`src/rtl/cpu_types_pkg.sv`:
```
// Shared CPU types: word type, instruction-cache address split, frame layout and FSM states.
package cpu_types_pkg;

    localparam int ICACHE_SETS = 16;
    localparam int IIDX_W      = $clog2(ICACHE_SETS);
    localparam int ITAG_W      = 32 - IIDX_W - 2;

    typedef logic [31:0] word_t;

    typedef struct packed {
        logic [ITAG_W-1:0] tag;
        logic [IIDX_W-1:0] idx;
        logic [1:0]        bytoff;
    } icachef_t;

    typedef struct packed {
        logic              valid;
        logic [ITAG_W-1:0] tag;
        word_t             data;
    } icache_frame_t;

    typedef enum logic {
        IDLE  = 1'b0,
        FETCH = 1'b1
    } icache_state_t;

endpackage

```
`src/rtl/icache.sv`:
```
// Direct-mapped, read-only, one-word-per-frame instruction cache with single-word
// miss refill from memory_control and whole-cache flush.
module icache
    import cpu_types_pkg::*;
#(
    parameter int SETS = ICACHE_SETS
) (
    input  logic  CLK,
    input  logic  RST,
    input  logic  imemREN,
    input  word_t imemaddr,
    output logic  ihit,
    output word_t imemload,
    input  logic  flush,
    output logic  iREN,
    output word_t iaddr,
    input  logic  iwait,
    input  word_t iload
);

    icachef_t      addr_s;
    icache_frame_t frames_r [SETS];
    icache_state_t state_r;
    logic          hit_s;
    logic          unused_s;

    assign addr_s   = icachef_t'(imemaddr);
    assign unused_s = ^addr_s.bytoff;

    // Lookup, hit and memory-request outputs; flush masks both hit and request.
    always_comb begin
        hit_s    = 1'b0;
        ihit     = 1'b0;
        imemload = 32'h0;
        iREN     = 1'b0;
        iaddr    = 32'h0;
        hit_s = imemREN && frames_r[addr_s.idx].valid
                && (frames_r[addr_s.idx].tag == addr_s.tag)
                && (state_r == IDLE) && !flush;
        ihit = hit_s;
        if (hit_s) begin
            imemload = frames_r[addr_s.idx].data;
        end else begin
            imemload = 32'h0;
        end
        if (state_r == FETCH) begin
            iREN  = imemREN && !flush;
            iaddr = {imemaddr[31:2], 2'b00};
        end else begin
            iREN  = 1'b0;
            iaddr = 32'h0;
        end
    end

    // Frame array and miss FSM; the fill takes the address present in the iwait=0 cycle.
    always_ff @(posedge CLK) begin
        if (RST || flush) begin
            for (int i = 0; i < SETS; i++) begin
                frames_r[i].valid <= 1'b0;
            end
            state_r <= IDLE;
        end else begin
            case (state_r)
                IDLE: begin
                    if (imemREN && !hit_s) begin
                        state_r <= FETCH;
                    end else begin
                        state_r <= IDLE;
                    end
                end
                FETCH: begin
                    if (!imemREN) begin
                        state_r <= IDLE;
                    end else if (!iwait) begin
                        frames_r[addr_s.idx] <= '{valid: 1'b1, tag: addr_s.tag, data: iload};
                        state_r              <= IDLE;
                    end else begin
                        state_r <= FETCH;
                    end
                end
                default: begin
                    state_r <= IDLE;
                end
            endcase
        end
    end

endmodule

```
`config.mk`:
```
export PLATFORM = sky130hd
export DESIGN_NAME = icache
export DESIGN_NICKNAME = d
export VERILOG_FILES = /design/src/rtl/cpu_types_pkg.sv /design/src/rtl/icache.sv
export SDC_FILE = /design/constraint.sdc
export NUM_CORES = 1
export LEC_CHECK = 0
export ABC_CLOCK_PERIOD_IN_PS = 21900
export CELL_PAD_IN_SITES_DETAIL_PLACEMENT = 1
export CELL_PAD_IN_SITES_GLOBAL_PLACEMENT = 2
export CORE_MARGIN = 2
export CORE_UTILIZATION = 50
export DETAILED_ROUTE_END_ITERATION = 6
export GPL_TIMING_DRIVEN = 0
export HOLD_SLACK_MARGIN = 0.1
export PLACE_DENSITY = 0.93
export SYNTH_ARGS = -nofsm -noshare
export SYNTH_HDL_FRONTEND = slang
export SYNTH_SLANG_ARGS = --single-unit
```
`constraint.sdc`:
```
create_clock -name CLK -period 21.9 [get_ports CLK]
set_clock_uncertainty 0.05 [all_clocks]
set_input_delay 5.475 -clock CLK [delete_from_list [all_inputs] [get_ports CLK]]
set_output_delay 5.475 -clock CLK [all_outputs]
set_load 0.1 [all_outputs]
```
Word level (Yosys, flattened, before mapping) --
Memory sizes are Yosys's and may differ from the RTL's. Index checks and enable logic that the tools add are counted.
Operators by class: equality and inequality tests 1, bitwise operators 1, reductions and logical operators 10, multiplexer cells 17
Operator list (number):
- $mux 32 | 2
- $mux 59 | 1
- $reduce_or 59->1 | 1
- $eq 26x26->1 | 1
- $mux 1 | 11
- $logic_and 1x1->1 | 6
- $mux 4 | 1
- $logic_not 1->1 | 2
- $mux 2 | 1
- $pmux 1 s2 | 1
- $logic_or 1x1->1 | 1
- $not 1->1 | 1
Word-level totals: memories 1, word-level logic and storage cells 31, bits in registers 1, RAM bits 944
Memory list:
- frames_r | words 16, bits a word 59, rd ports 1, clocked after memory_dff 0, write ports 16, line icache.sv:22 | icache_frame_t frames_r [SETS];

Logic depth before layout (Yosys ltp) --
An unclocked memory read counts as a cell.
word-level depth 9, mapped depth 13, depth with buffers taken out 8

Least setup slack after synthesis --
OpenSTA, ideal clock, no wires.
kind input -> output, from in imemaddr[2], to out imemload[23], path buffers 3, stages on the path 11, required time 16.375 ns, data arrival time 9.055 ns, path slack 7.320 ns, path through buf_4 buf_2 mux2_1 a221oi_1 o211ai_1 a21oi_1 a31oi_1 a2111oi_2 nand4_1 buf_2 nor2b_1
Between the ends: cells in the longest elaborated chain, start to end 6
RTL lines:
- start: declaration | line icache.sv:11 | input word_t imemaddr,
- $mem_v2 16x59 (*)
- $eq 26x26->1 or $logic_and 1x1->1 (tied branches) | line icache.sv:38, icache.sv:37
- $logic_and 1x1->1 | line icache.sv:38 | && (frames_r[addr_s.idx].tag == addr_s.tag)
- $logic_and 1x1->1 (2 in a row) | line icache.sv:39 | && (state_r == IDLE) && !flush;
- $mux 32 (*) | line icache.sv:41 | if (hit_s) begin
- end: declaration | line icache.sv:13 | output word_t imemload,
Mark *: on every way between the ends. The rest lies on a longest branch, timed or not.

Final worst setup path --
from in imemaddr[3], to out imemload[28]
The elaborated chain is that of the path after synthesis.

==> results by group <==
Run status
  – Result of the run: complete, but fails checks
  – Violated checks: DRC

Worst setup path
  – Required @ worst endpoint: 16.38 ns
  – Critical path fanouts, max: 10
  – Nature of the critical path startpoint: primary input
  – WP data arrival: 11.76 ns
  – Crit end category: primary output
  – Type of the worst setup path: in -> out
  – R2r worst-path depth: 8

Logic synthesis
  – Leading post-synthesis cells by cell area: edfxtp_1 75%, mux4_2 14%, mux2i_1 2.4%
  – Cell with the most instances after synthesis: edfxtp_1
  – Post-synth top area share: 0.7549
  – Predominant post-synthesis flop cell: edfxtp_1
  – Cell accounting for the most synthesized area: edfxtp_1
  – Synth Warn #: 0
  – Cell types with the highest counts after synthesis: 928 x edfxtp_1, 236 x mux4_2, 90 x mux2i_1
  – Syn Inst Count: 1672
  – Synth unique cells: 58
  – Fraction of synthesis flops using an asynchronous set or reset pin: 0
  – Avg Inst Size Synth: 22.08 um^2
  – Post-synth EDFFs: 928
  – Post-Synthesis Cell Area: 0.03691 mm^2
  – Share of synthesized area occupied by flip-flops and latches: 0.7641
  – Register bit total from synthesis: 945

Placement
  – Gpl congestion: 0.8547
  – Worst-case setup slack after placement: 4.782 ns
  – Number of buffers added on ports: 128
  – Half-perimeter wire length after detailed placement: 68280 um
  – Instance area at placement: 0.04070 mm^2
  – Total placed cells including tap cells: 2828

Finish
  – Area growth from synthesis to layout: 18.72%
  – Fraction of layout cells with a size suffix above 1: 0.2525
  – Cell Count, Final, Fillers Out: 3001
  – Layout fillers: 6090
  – Post-layout nets: 2034
  – Final Instance Area: 0.04382 mm^2
  – Post-Route Utilization: 0.5997

Clock tree
  – Worst skew pair latency: 0.66 ns
  – Hold_buf cts: 0
  – TritonCTS clock tree: built
  – Number of buffers inserted during clock tree synthesis: 93
  – Sink Count: 945
  – Master cell of the clock root buffer: clkbuf_16
  – # resized after CTS: 0
  – Clock-pin slew reported for the worst setup and hold paths after clock tree synthesis: 0.06 ns
  – Clock Tree Buf Depth: 3
  – Htree depth: 3
  – Buffers inserted by post-CTS timing repair: 0

GRT
  – Wire length of the first global-routing pass: 154500 um
  – Largest net degree at the start of global routing: 24
  – Number of antenna violations at the first check in global routing: 7
  – Overall track demand over capacity in global routing: 0.2916
  – Number of global-route vias before repair: 21.00k
  – Remaining global-route overflow: 0

Worst hold path
  – Cells on Worst Hold Path: 1
  – Hold Path Class: reg -> reg

Route
  – Average wire per cell in the routed design: 36.24 um
  – Antenna violation net count after detailed routing: 0
  – Total length of routed wires: 108700 um
  – Remaining DRCs: 16
  – DR vias/cell: 6.561
  – Count of vias placed by the detailed router: 19.69k
  – Initial drt markers: 2779
  – DRT Pass-1 Iters: 7

Timing
  – Worst rel slew slack: 0.1504
  – Final worst path period share: 0.7892
  – Worst Setup Slack, final: 4.615 ns
  – Sum Neg Setup Slack: 0 ns
  – RSZ-0062 raised after global routing: no
  – Slew at the pin closest to its max-slew limit: 1.274 ns
  – Count of final max-slew check failures: 0
  – Final Critical Period: 17.28 ns
  – Final hold viol count: 0
  – Top achievable clock speed: 57.86 MHz
  – Worst hold slack after final layout: 0.4155 ns
  – Number of setup violations in the final report: 0

Floorplanning
  – Area of the core region: 0.07308 mm^2
  – Die Footprint: 0.07602 mm^2
  – Starting density of the core: 0.5051
  – Die Span X: 275.7 um
  – Die outline height: 275.7 um
  – Number of I/O pins: 135
  – FP Rows: 99

Pwr
  – Peak supply drop: 77.53 uV
  – Sum of internal, switching and leakage power: 3.837 mW
  – Power Dens Cells: 87.55 mW/mm^2
  – Leakage power summed over all cells: 14.09 nW

Flow run
  – Max-cap violations: 0
[layout make-up]
| class | instances | area (um^2) | area share |
|---|---|---|---|
| repair buffers | 197 | 2479 | 0.05656 |
| multi-input cells | 631 | 8334 | 0.1902 |
| clock inverters | 53 | 550.5 | 0.01256 |
| well taps | 959 | 1200 | 0.02738 |
| clock buffers | 117 | 2562 | 0.05847 |
| inverters | 12 | 45.04 | 0.001028 |
| flip-flops and latches | 945 | 28210 | 0.6436 |
| plain buffers | 85 | 441.7 | 0.01008 |
| diodes | 2 | 5.005 | 0.0001142 |
[layout by cell type (no fill, tap or decap), types with 14 or more instances in the layout]
cell               n
a21o_1            17
a22oi_1           28
and2_1            21
buf_12            22
buf_16            14
buf_2             23
buf_6             34
clkbuf_1          53
clkbuf_16         97
clkdlybuf4s50_1  128
clkinv_1          19
clkinv_2          15
dfxtp_1           17
edfxtp_1         928
mux2i_1           90
mux4_2           236
nand2_1           25
nor2_1            18
nor2b_1           35
[state kept, by name, indices dropped and copies added, names as in the netlist]
signal	flops
frames_r	944
state_r	1
[layer usage]
metal / up-vias / share of wire / routed length, um / global-route usage
met5: - / 0.00046 / 50 / 0
met4: 8 / 0.041 / 4513 / 0.1194
met3: 306 / 0.10 / 10950 / 0.07238
met2: 1383 / 0.50 / 54630 / 0.4854
met1: 10363 / 0.35 / 38600 / 0.3699
li1: 7631 / - / - / -
[power by group]
| group | switching [mW] | internal (mW) |
|---|---|---|
| registers | 0.000300 | 1.99 |
| logic | 0.128 | 0.0785 |
| clock network | 0.697 | 0.947 |
| total | 0.826 | 3.01 |
[final timing paths]
check / from / end / slack [ns]
worst max-delay path: imemaddr[3] / imemload[28] / 4.62
worst min-delay path: frames_r[4][58]$_SDFFE_PP1P_ / frames_r[4][58]$_SDFFE_PP1P_ / 0.42
worst max register to register: frames_r[3][42]$_DFFE_PP_ / state_r$_SDFF_PP0_ / 17.85
worst min register to register: frames_r[4][58]$_SDFFE_PP1P_ / frames_r[4][58]$_SDFFE_PP1P_ / 0.42
[critical path: stages]
cell,delay [ns]
clkdlybuf4s50_1,0.51
buf_2,0.35
clkbuf_1,0.75
mux4_2,0.43
mux2i_1,0.17
mux2i_1,0.12
xor2_1,0.23
a21oi_1,0.27
nor4b_1,0.64
nand4_1,0.71
buf_2,0.48
nor2b_1,0.36
clkdlybuf4s50_1,1.24
[cells by family after synthesis]
kind of cell / share of synthesized area
DFF: 0.7641
muxes: 0.1736
other: 0.0001016
xor gates and xnor gates: 0.004982
and+or+nand+nor: 0.02203
buffers and inverters: 0.01319
AOI/OAI and AO/OA: 0.02200
No activity file was read; power rests on OpenSTA's default activity.
